**config.mk**
```make
export PLATFORM = sky130hd
export DESIGN_NAME = yuv_gpif_serializer
export DESIGN_NICKNAME = d
export VERILOG_FILES = /design/src/rtl/yuv_gpif_serializer.sv
export SDC_FILE = /design/constraint.sdc
export NUM_CORES = 1
export LEC_CHECK = 0
export BUFFER_PORTS_ARGS = -buffer_cell sky130_fd_sc_hd__buf_2
export CAP_MARGIN = 15
export CORE_ASPECT_RATIO = 1.75
export CORE_MARGIN = 1
export CORE_UTILIZATION = 60
export DETAILED_ROUTE_END_ITERATION = 8
export GPL_ROUTABILITY_DRIVEN = 0
export PLACE_DENSITY_LB_ADDON = 0.05
export SLEW_MARGIN = 20
export SYNTH_ARGS = -nofsm -noshare
export SYNTH_HDL_FRONTEND = slang
export SYNTH_SLANG_ARGS = --single-unit
```
**constraint.sdc**
```tcl
create_clock -name clk_i -period 30.2 [get_ports clk_i]
set_clock_uncertainty 0.05 [all_clocks]
set_input_delay 1.51 -clock clk_i [delete_from_list [all_inputs] [get_ports clk_i]]
set_output_delay 1.51 -clock clk_i [all_outputs]
set_load 0.03 [all_outputs]
```
**src/rtl/yuv_gpif_serializer.sv**
```systemverilog
// YUV422 chunk buffer and 32-bit serializer toward the FX3 GPIF, tagging the last word of each line.
// Optional build macro: YUV_SERIALIZER_BYTE_SWAP_EN byte-reverses every output word.
module yuv_gpif_serializer #(
  parameter int unsigned PIXEL_PER_CLK = 8,
  parameter int unsigned FIFO_DEPTH    = 8
) (
  input  logic                          clk_i,
  input  logic                          reset_i,
  input  logic [PIXEL_PER_CLK*16-1:0]   yuv_i,
  input  logic                          yuv_valid_i,
  input  logic                          yuv_line_i,
  output logic [31:0]                   data_o,
  output logic                          data_valid_o,
  input  logic                          data_ready_i,
  output logic                          line_end_o,
  output logic                          overflow_o,
  output logic [$clog2(FIFO_DEPTH):0]   fifo_level_o
);

  localparam int unsigned CW   = PIXEL_PER_CLK * 16;
  localparam int unsigned WPC  = PIXEL_PER_CLK / 2;
  localparam int unsigned AW   = $clog2(FIFO_DEPTH);
  localparam int unsigned IdxW = (WPC > 1) ? $clog2(WPC) : 1;
  localparam logic [IdxW-1:0] LastIdx = IdxW'(WPC - 1);

  typedef enum logic [0:0] {StIdle, StSend} state_e;

  // Hold stage
  logic [CW-1:0] hold_data_q, hold_data_d;
  logic          hold_full_q, hold_full_d;
  logic          line_q;
  logic          capture, line_end, push, push_tag;

  // FIFO
  logic [CW:0]   mem_q [FIFO_DEPTH];
  logic [AW:0]   wr_ptr_q, wr_ptr_d, rd_ptr_q, rd_ptr_d;
  logic          full, empty, pop, push_ok;
  logic          overflow_q, overflow_d;
  logic [CW:0]   rd_entry;

  // Serializer
  state_e        state_q, state_d;
  logic [CW-1:0] shift_q, shift_d;
  logic          tag_q, tag_d;
  logic [IdxW-1:0] idx_q, idx_d;
  logic [31:0]   slice;

  assign capture  = yuv_valid_i && yuv_line_i;
  assign line_end = line_q && !yuv_line_i;
  assign push     = hold_full_q && (capture || line_end);
  assign push_tag = line_end;

  always_comb begin
    hold_data_d = hold_data_q;
    hold_full_d = hold_full_q;
    if (capture) begin
      hold_data_d = yuv_i;
      hold_full_d = 1'b1;
    end else if (line_end) begin
      hold_full_d = 1'b0;
    end
  end

  assign empty    = (wr_ptr_q == rd_ptr_q);
  assign full     = (wr_ptr_q[AW] != rd_ptr_q[AW]) && (wr_ptr_q[AW-1:0] == rd_ptr_q[AW-1:0]);
  // A full FIFO still accepts a push when the serializer frees a slot in the same cycle.
  assign push_ok  = push && (!full || pop);
  assign rd_entry = mem_q[rd_ptr_q[AW-1:0]];

  always_comb begin
    wr_ptr_d   = wr_ptr_q;
    rd_ptr_d   = rd_ptr_q;
    overflow_d = overflow_q;
    if (push_ok) wr_ptr_d = wr_ptr_q + (AW+1)'(1);
    if (pop)     rd_ptr_d = rd_ptr_q + (AW+1)'(1);
    if (push && !push_ok) overflow_d = 1'b1;
  end

  always_comb begin
    state_d = state_q;
    shift_d = shift_q;
    tag_d   = tag_q;
    idx_d   = idx_q;
    pop     = 1'b0;
    unique case (state_q)
      StIdle: begin
        if (!empty) begin
          pop     = 1'b1;
          shift_d = rd_entry[CW-1:0];
          tag_d   = rd_entry[CW];
          idx_d   = '0;
          state_d = StSend;
        end
      end
      StSend: begin
        if (data_ready_i) begin
          if (idx_q == LastIdx) begin
            // Reload on the last word so back-to-back chunks stream without a bubble.
            if (!empty) begin
              pop     = 1'b1;
              shift_d = rd_entry[CW-1:0];
              tag_d   = rd_entry[CW];
              idx_d   = '0;
            end else begin
              state_d = StIdle;
            end
          end else begin
            shift_d = shift_q << 32;
            idx_d   = idx_q + IdxW'(1);
          end
        end
      end
      default: state_d = StIdle;
    endcase
  end

  always_ff @(posedge clk_i or posedge reset_i) begin
    if (reset_i) begin
      hold_data_q <= '0;
      hold_full_q <= 1'b0;
      line_q      <= 1'b0;
      wr_ptr_q    <= '0;
      rd_ptr_q    <= '0;
      overflow_q  <= 1'b0;
      state_q     <= StIdle;
      shift_q     <= '0;
      tag_q       <= 1'b0;
      idx_q       <= '0;
    end else begin
      hold_data_q <= hold_data_d;
      hold_full_q <= hold_full_d;
      line_q      <= yuv_line_i;
      wr_ptr_q    <= wr_ptr_d;
      rd_ptr_q    <= rd_ptr_d;
      overflow_q  <= overflow_d;
      state_q     <= state_d;
      shift_q     <= shift_d;
      tag_q       <= tag_d;
      idx_q       <= idx_d;
    end
  end

  always_ff @(posedge clk_i) begin
    if (push_ok) mem_q[wr_ptr_q[AW-1:0]] <= {push_tag, hold_data_q};
  end

  assign slice = shift_q[CW-1 -: 32];

  always_comb begin
    data_o = '0;
    if (state_q == StSend) begin
`ifdef YUV_SERIALIZER_BYTE_SWAP_EN
      data_o = {slice[7:0], slice[15:8], slice[23:16], slice[31:24]};
`else
      data_o = slice;
`endif
    end
  end

  assign data_valid_o = (state_q == StSend);
  assign line_end_o   = (state_q == StSend) && tag_q && (idx_q == LastIdx);
  assign overflow_o   = overflow_q;
  assign fifo_level_o = wr_ptr_q - rd_ptr_q;

endmodule

```
==> results by group, run 1 <==
Synthesis
  – Syn_area_per_cell: 16.5 um^2
  – Synthesized net count: 3235
  – Cell type with the largest total area after synthesis: edfxtp_1
  – Synth unique cells: 39
  – Synth Cell Area: 51100 um^2
  – Yosys warning count: 0
  – Count of flip-flops with a built-in enable after synthesis: 1032
  – Predominant post-synthesis flop cell: edfxtp_1
  – Post-synth top area share: 60.7%
  – Largest cells by area after synthesis: edfxtp_1 (61%), dfrtp_1 (13%), mux2i_1 (7.5%), nand2_1 (3.6%), mux4_1 (3.1%)
  – Synthesized instance count: 3095
  – Async set-or-reset flop fraction in the synthesized netlist: 20.8%
  – Sequential element share of the synthesized area: 74.0%
  – Flip-flop and latch count after synthesis: 1303

STA
  – Worst-margin pin slew: 1150 ps
  – Total negative slack: 0 ps
  – Worst-case headroom to the max-slew limit: 23.4%
  – Hold Fails Final Rpt: 0
  – Setup repair after global routing missed its margin: false
  – Tightest hold margin: 444 ps
  – Highest Clock Rate: 0.213 GHz
  – Portion of the clock cycle consumed by the worst path in the final layout: 15.6%
  – Time the worst path needs with I/O delays and setup: 4710 ps
  – Min setup slack post-route: 25490 ps
  – Max Transition Viols Final: 0
  – Final setup violation count: 0

Clock tree
  – Number of resized instances in the post-cts repair step: 0
  – CTS tree: done
  – Worst-skew pair later-pin latency: 720 ps
  – H-tree levels: 3
  – Max Buffers Root-to-Sink: 3
  – Clock transition at path regs: 70 ps
  – TritonCTS Buffers: 111
  – Post-CTS Hold Buffers: 0
  – Cell at the root of the clock tree: clkbuf_16
  – Setup fix buffers added after clock tree synthesis: 0
  – Sink count of the clock tree: 1303

Place
  – Count of input and output buffers: 171
  – Cells after DPL: 4178
  – Post-placement worst setup slack: 25280 ps
  – Detailed placement HPWL: 68300 um

Routing
  – Detail Route Antenna Nets: 0
  – Via count: 28381
  – Number of design-rule violations left by the first detailed-router iteration: 2924
  – Wire per inst: 28.6 um
  – Remaining design rule violation count: 0
  – DR vias/cell: 6.47
  – Final WL: 126000 um
  – Number of iterations in the first detailed-routing pass: 9

Global route
  – Congestion Overflow GR: 0
  – Vias in the first global route: 28864
  – Maximum number of pins on one net before global-route repair: 150
  – Wire length of the first global-routing pass: 186000 um
  – Antenna violations before repair: 1
  – Tot GR Track Use: 29.5%

Critical path
  – Required time of the critical path: 28640 ps
  – Type of destination of the critical path: output pin
  – Worst endpoint data arrival time: 3150 ps
  – Critical Path Source Type: flip-flop
  – Critical Path Fanout Max: 47
  – Critical path class: reg -> out

Floorplan
  – I/O pin count: 172
  – Num rows: 141
  – Vert. Die Dim: 388 um
  – Standard cell core area: 84300 um^2
  – Horizontal die dimension: 223 um
  – Initial cell density of the core: 60.5%
  – Die footprint: 86300 um^2

Layout
  – Number of nets in the final layout: 3360
  – Filler instances: 5749
  – Share of layout cells above drive strength 1: 14.0%
  – Most common library cell in the layout ignoring fill and taps: edfxtp_1
  – Antenna diode instance count: 0
  – Layout Area Growth over Synthesis: 11.3%
  – Most frequent cells in the layout: edfxtp_1 (1032), nand2_1 (488), mux2i_1 (384)
  – Count of placed standard cells in the final layout, fillers left out: 4389

Job
  – Max cap viols: 0

Pwr
  – Power density cells: 91.0 nW/um^2
  – Max rail drop VDD: 92.3 uV
  – Cell leakage power: 0.0219 uW

Run status
  – Result of the run: complete, no violations

Min path
  – Path category of the worst min-delay check: reg -> reg
==> cell type report <==
class | count | area [um^2] | area share (%)
clock buffers | 153 | 3160 | 5.56
clock inverters | 57 | 758 | 1.33
inverters | 9 | 41.3 | 0.0727
multi-input cells | 1575 | 12400 | 21.9
flip-flops and latches | 1303 | 37800 | 66.5
well taps | 1072 | 1340 | 2.36
repair buffers | 220 | 1310 | 2.31
==> cell families after synthesis <==
logic type	after synthesis	synth area share, %
mux	484	11.6
buf+inv	217	1.95
compound gates	332	5.66
fa+ha+maj	7	0.186
xor+xnor	10	0.172
simple gates	742	6.42
flops	1303	74.0
==> registers in the layout, summed over array words and instances (netlist names) <==
name          cells
rd_ptr_q          4
shift_q         128
hold_data_q     128
data_valid_o      1
line_q            1
tag_q             1
overflow_o        1
wr_ptr_q          4
idx_q             2
mem_q          1032
hold_full_q       1
==> Yosys cell counts, types with 4 or more instances <==
library cell,instances
nor2_1,5
buf_2,73
mux2i_1,384
and2_0,28
buf_4,6
and2_1,102
nand2_1,490
edfxtp_1,1032
a221oi_1,96
nor2b_1,4
nand3_1,102
xnor2_1,7
clkbuf_1,107
dfrtp_1,271
a22oi_1,96
mux4_1,60
ha_1,6
mux4_2,6
buf_1,13
a22o_1,33
nor3_1,4
buf_6,9
mux2_2,34
inv_1,9
a222oi_1,96
==> metal layers <==
| metal | vias up | track usage (%) | share of wire [%] |
|---|---|---|---|
| li1 | 12288 | - | - |
| met5 | - | 0 | 0 |
| met2 | 1115 | 50.9 | 52 |
| met3 | 207 | 3.44 | 5.8 |
| met4 | 0 | 11.6 | 3.6 |
| met1 | 14771 | 38.4 | 39 |
==> critical path: stages, from the launching register on <==
cell	delay [ps]
dfrtp_4	740
buf_4	740
fa_1	580
inv_1	70
buf_2	200
==> per-stage QoR <==
step,area (um^2),power (uW),utilization (%)
after floorplan,51100,3270,-
after CTS,56800,5190,67.3
after global placement,52900,3640,62.7
final,56800,5170,67.4
after detailed placement,52900,3670,62.7
after global routing,56800,5340,67.4
==> worst paths after layout <==
check                            start               to  slack [ps]  depth (start not counted)
min reg2reg                 overflow_o       overflow_o         440                          1
max reg2reg                rd_ptr_q[0]      shift_q[75]       25750                          7
min                         overflow_o       overflow_o         440                          1
max in group asynchronous      reset_i      rd_ptr_q[0]       27590                          3
max                        rd_ptr_q[1]  fifo_level_o[1]       25490                          4
min in group asynchronous      reset_i  hold_data_q[82]         920                          2
==> where the power goes <==
group	leakage, uW	total, uW	internal (uW)	switching, uW
Sequential	0.0129	2380	2190	190
Clock	0.00191	1530	886	641
Combinational	0.00707	1260	460	799
Power figures use the tool's default switching activity.
==> run 2, diff against run 1 <==
- ABC_AREA: unset -> 1
- clock period: 30.2 -> 4.7 ns (I/O delays scaled with it)
==> run 2 against run 1 <==
Area after synthesis rose by 9.8%. Non-clock buffer count rose by 136. Register-to-register slack lost 24000 ps. Clock power rose to 6.3 times the previous value. Cell area is 11% higher. Core utilization grew 0.61 points. Critical path type is now reg -> reg.
==> results by group, run 2 <==
Critical path
  – Critical Path Source Type: flip-flop
  – Critical path class: reg -> reg
  – Critical Path Fanout Max: 53
  – Number of cell instances on the worst register-to-register path: 11
  – R2R Setup Slk: 1350 ps
  – Type of destination of the critical path: flip-flop
  – Required time of the critical path: 4970 ps
  – Reg-to-reg startpoint: wr_ptr_q[0]
  – Worst reg2reg path endpoint: mem_q[5][106]
  – Worst endpoint data arrival time: 3620 ps

Floorplan
  – Standard cell core area: 92800 um^2
  – Horizontal die dimension: 233 um
  – Num rows: 148
  – I/O pin count: 172
  – Initial cell density of the core: 60.4%
  – Die footprint: 94700 um^2
  – Vert. Die Dim: 406 um

STA
  – Worst-margin pin slew: 1160 ps
  – Worst-case headroom to the max-slew limit: 23.0%
  – Hold Fails Final Rpt: 0
  – Max Transition Viols Final: 0
  – Highest Clock Rate: 0.299 GHz
  – Portion of the clock cycle consumed by the worst path in the final layout: 71.3%
  – Final setup violation count: 0
  – Setup repair after global routing missed its margin: false
  – Time the worst path needs with I/O delays and setup: 3350 ps

Pwr
  – Power density cells: 603 nW/um^2
  – Power Total: 38000 uW
  – Cell leakage power: 0.0275 uW
  – Max rail drop VDD: 803 uV

Clock tree
  – Sink count of the clock tree: 1303
  – Clock transition at path regs: 70 ps
  – Cell at the root of the clock tree: clkbuf_16
  – CTS tree: done
  – Max Buffers Root-to-Sink: 3
  – Worst-skew pair later-pin latency: 720 ps
  – TritonCTS Buffers: 113
  – H-tree levels: 3
  – Setup fix buffers added after clock tree synthesis: 0

Place
  – Post-place instance area: 57900 um^2
  – Cells after DPL: 6500
  – Count of input and output buffers: 171
  – Detailed placement HPWL: 74900 um

Synthesis
  – Yosys warning count: 0
  – Largest cells by area after synthesis: edfxtp_1 (55%), dfrtp_1 (12%), nand2_1 (8.8%), nand3_1 (6.5%), inv_1 (5.5%)
  – Synth unique cells: 33
  – Syn_area_per_cell: 10.4 um^2
  – Async set-or-reset flop fraction in the synthesized netlist: 20.8%
  – Sequential element share of the synthesized area: 67.4%
  – Count of flip-flops with a built-in enable after synthesis: 1032
  – Cell type with the largest total area after synthesis: edfxtp_1
  – Predominant post-synthesis flop cell: edfxtp_1
  – Ranking of synthesized cells by instance count: nand2_1 (1313), edfxtp_1 (1032), inv_1 (820), nand3_1 (728), nor2_1 (369)
  – Post-synth top area share: 55.3%
  – Synth Cell Area: 56000 um^2
  – Leading cell type by number of instances after synthesis: nand2_1
  – Synthesized instance count: 5371
  – Flip-flop and latch count after synthesis: 1303
  – Synthesized net count: 5511

Layout
  – Most frequent cells in the layout: nand2_1 (1307), edfxtp_1 (1032), inv_1 (818)
  – Number of flip-flops in the largest register: 1032
  – Area of the multi-input gates: 14000 um^2
  – Count of placed standard cells in the final layout, fillers left out: 6847
  – Most common library cell in the layout ignoring fill and taps: nand2_1
  – Share of layout cells above drive strength 1: 11.0%
  – Final design area excluding fillers: 63100 um^2
  – Number of nets in the final layout: 5686
  – Filler instances: 6883
  – Sequential cell area: 37800 um^2
  – Layout Area Growth over Synthesis: 12.5%

Global route
  – Routing usage on met1: 38.3%
  – Congestion Overflow GR: 0
  – Tot GR Track Use: 30.5%
  – Most heavily used metal layer in global routing: met2
  – Antenna violations before repair: 2
  – Global Route met2 Usage: 52.2%
  – Global routing met3 resource utilization: 3.20%
  – Wire length of the first global-routing pass: 215000 um
  – Vias in the first global route: 36948
  – Maximum number of pins on one net before global-route repair: 221

Run status
  – Result of the run: complete, no violations

Job
  – Max cap viols: 0

Routing
  – Via count: 38018
  – Final WL: 141000 um
  – Remaining design rule violation count: 0
  – Number of iterations in the first detailed-routing pass: 6
  – Number of design-rule violations left by the first detailed-router iteration: 3443
  – Detail Route Antenna Nets: 0
  – DR vias/cell: 5.55
  – Wire per inst: 20.7 um

Min path
  – Path category of the worst min-delay check: in -> async
-- run 2: cell families (layout without fill, tap and decap cells) --
family | count (synthesis) | in the layout | share of synthesized area, %
mux | 128 | 128 | 2.57
simple gates | 2514 | 2514 | 19.0
flops | 1303 | 1303 | 67.4
buf+inv | 1121 | 1395 | 7.89
xor+xnor | 8 | 8 | 0.159
compound gates | 290 | 290 | 2.84
other cells | 0 | 2 | 0
fa+ha+maj | 7 | 7 | 0.170
-- run 2: layout make-up --
cell class | count | area share [%]
Clock buffer | 163 | 5.12
Multi-Input combinational cell | 2947 | 22.1
Antenna cell | 2 | 0.00794
Timing Repair Buffer | 356 | 4.54
Clock inverter | 51 | 0.974
Sequential cell | 1303 | 59.9
Inverter | 825 | 4.94
Tap cell | 1200 | 2.38
-- run 2: where the power goes --
part / internal, uW / switching, uW
clock: 5490 / 4150
sequential: 14300 / 1000
combinational: 3690 / 9420
-- run 2: how the worst max path moves through the flow --
stage	startpoint	endpoint	cells past startpoint
floorplan	rd_ptr_q[2]	mem_q[3][0]	13
global placement	wr_ptr_q[0]	mem_q[5][107]	11
detailed placement	wr_ptr_q[0]	mem_q[5][111]	11
CTS	wr_ptr_q[0]	mem_q[5][101]	11
global route	wr_ptr_q[0]	mem_q[5][106]	11
finish	wr_ptr_q[0]	mem_q[5][106]	11
-- run 2: timing repair --
item / in CTS / in global routing
hold buffers: 131 / 0
resized for setup: 0 / 0
hold endpoints to repair: 173 / 0
-- run 2: metrics by stage --
step / hold WS (ps) / utilization [%] / setup WS, ps / TNS (ps)
finish: 51.2 / 68.0 / 1350 / 0
global route: 72.3 / 68.0 / 1210 / 0
CTS: 6.89 / 68.0 / 1340 / 0
detailed placement: 226 / 62.4 / 1390 / 0
global placement: 231 / 62.4 / 1440 / 0
floorplan: 216 / - / -831 / -478260
-- run 2: per-layer routing --
layer	vias up	part of all wire, %
li1	17776	-
met1	18542	39
met2	1379	50
met3	321	6.1
met4	0	5.1
met5	-	0
-- run 2: critical path, cell delays in order, from the launching register on --
cell	delay (ps)
dfrtp_1	420
inv_1	120
ha_1	300
inv_1	120
nor2_4	50
buf_4	310
nand3_2	160
nand2_2	110
inv_2	140
nand2_1	180
nor2_4	170
buf_4	780
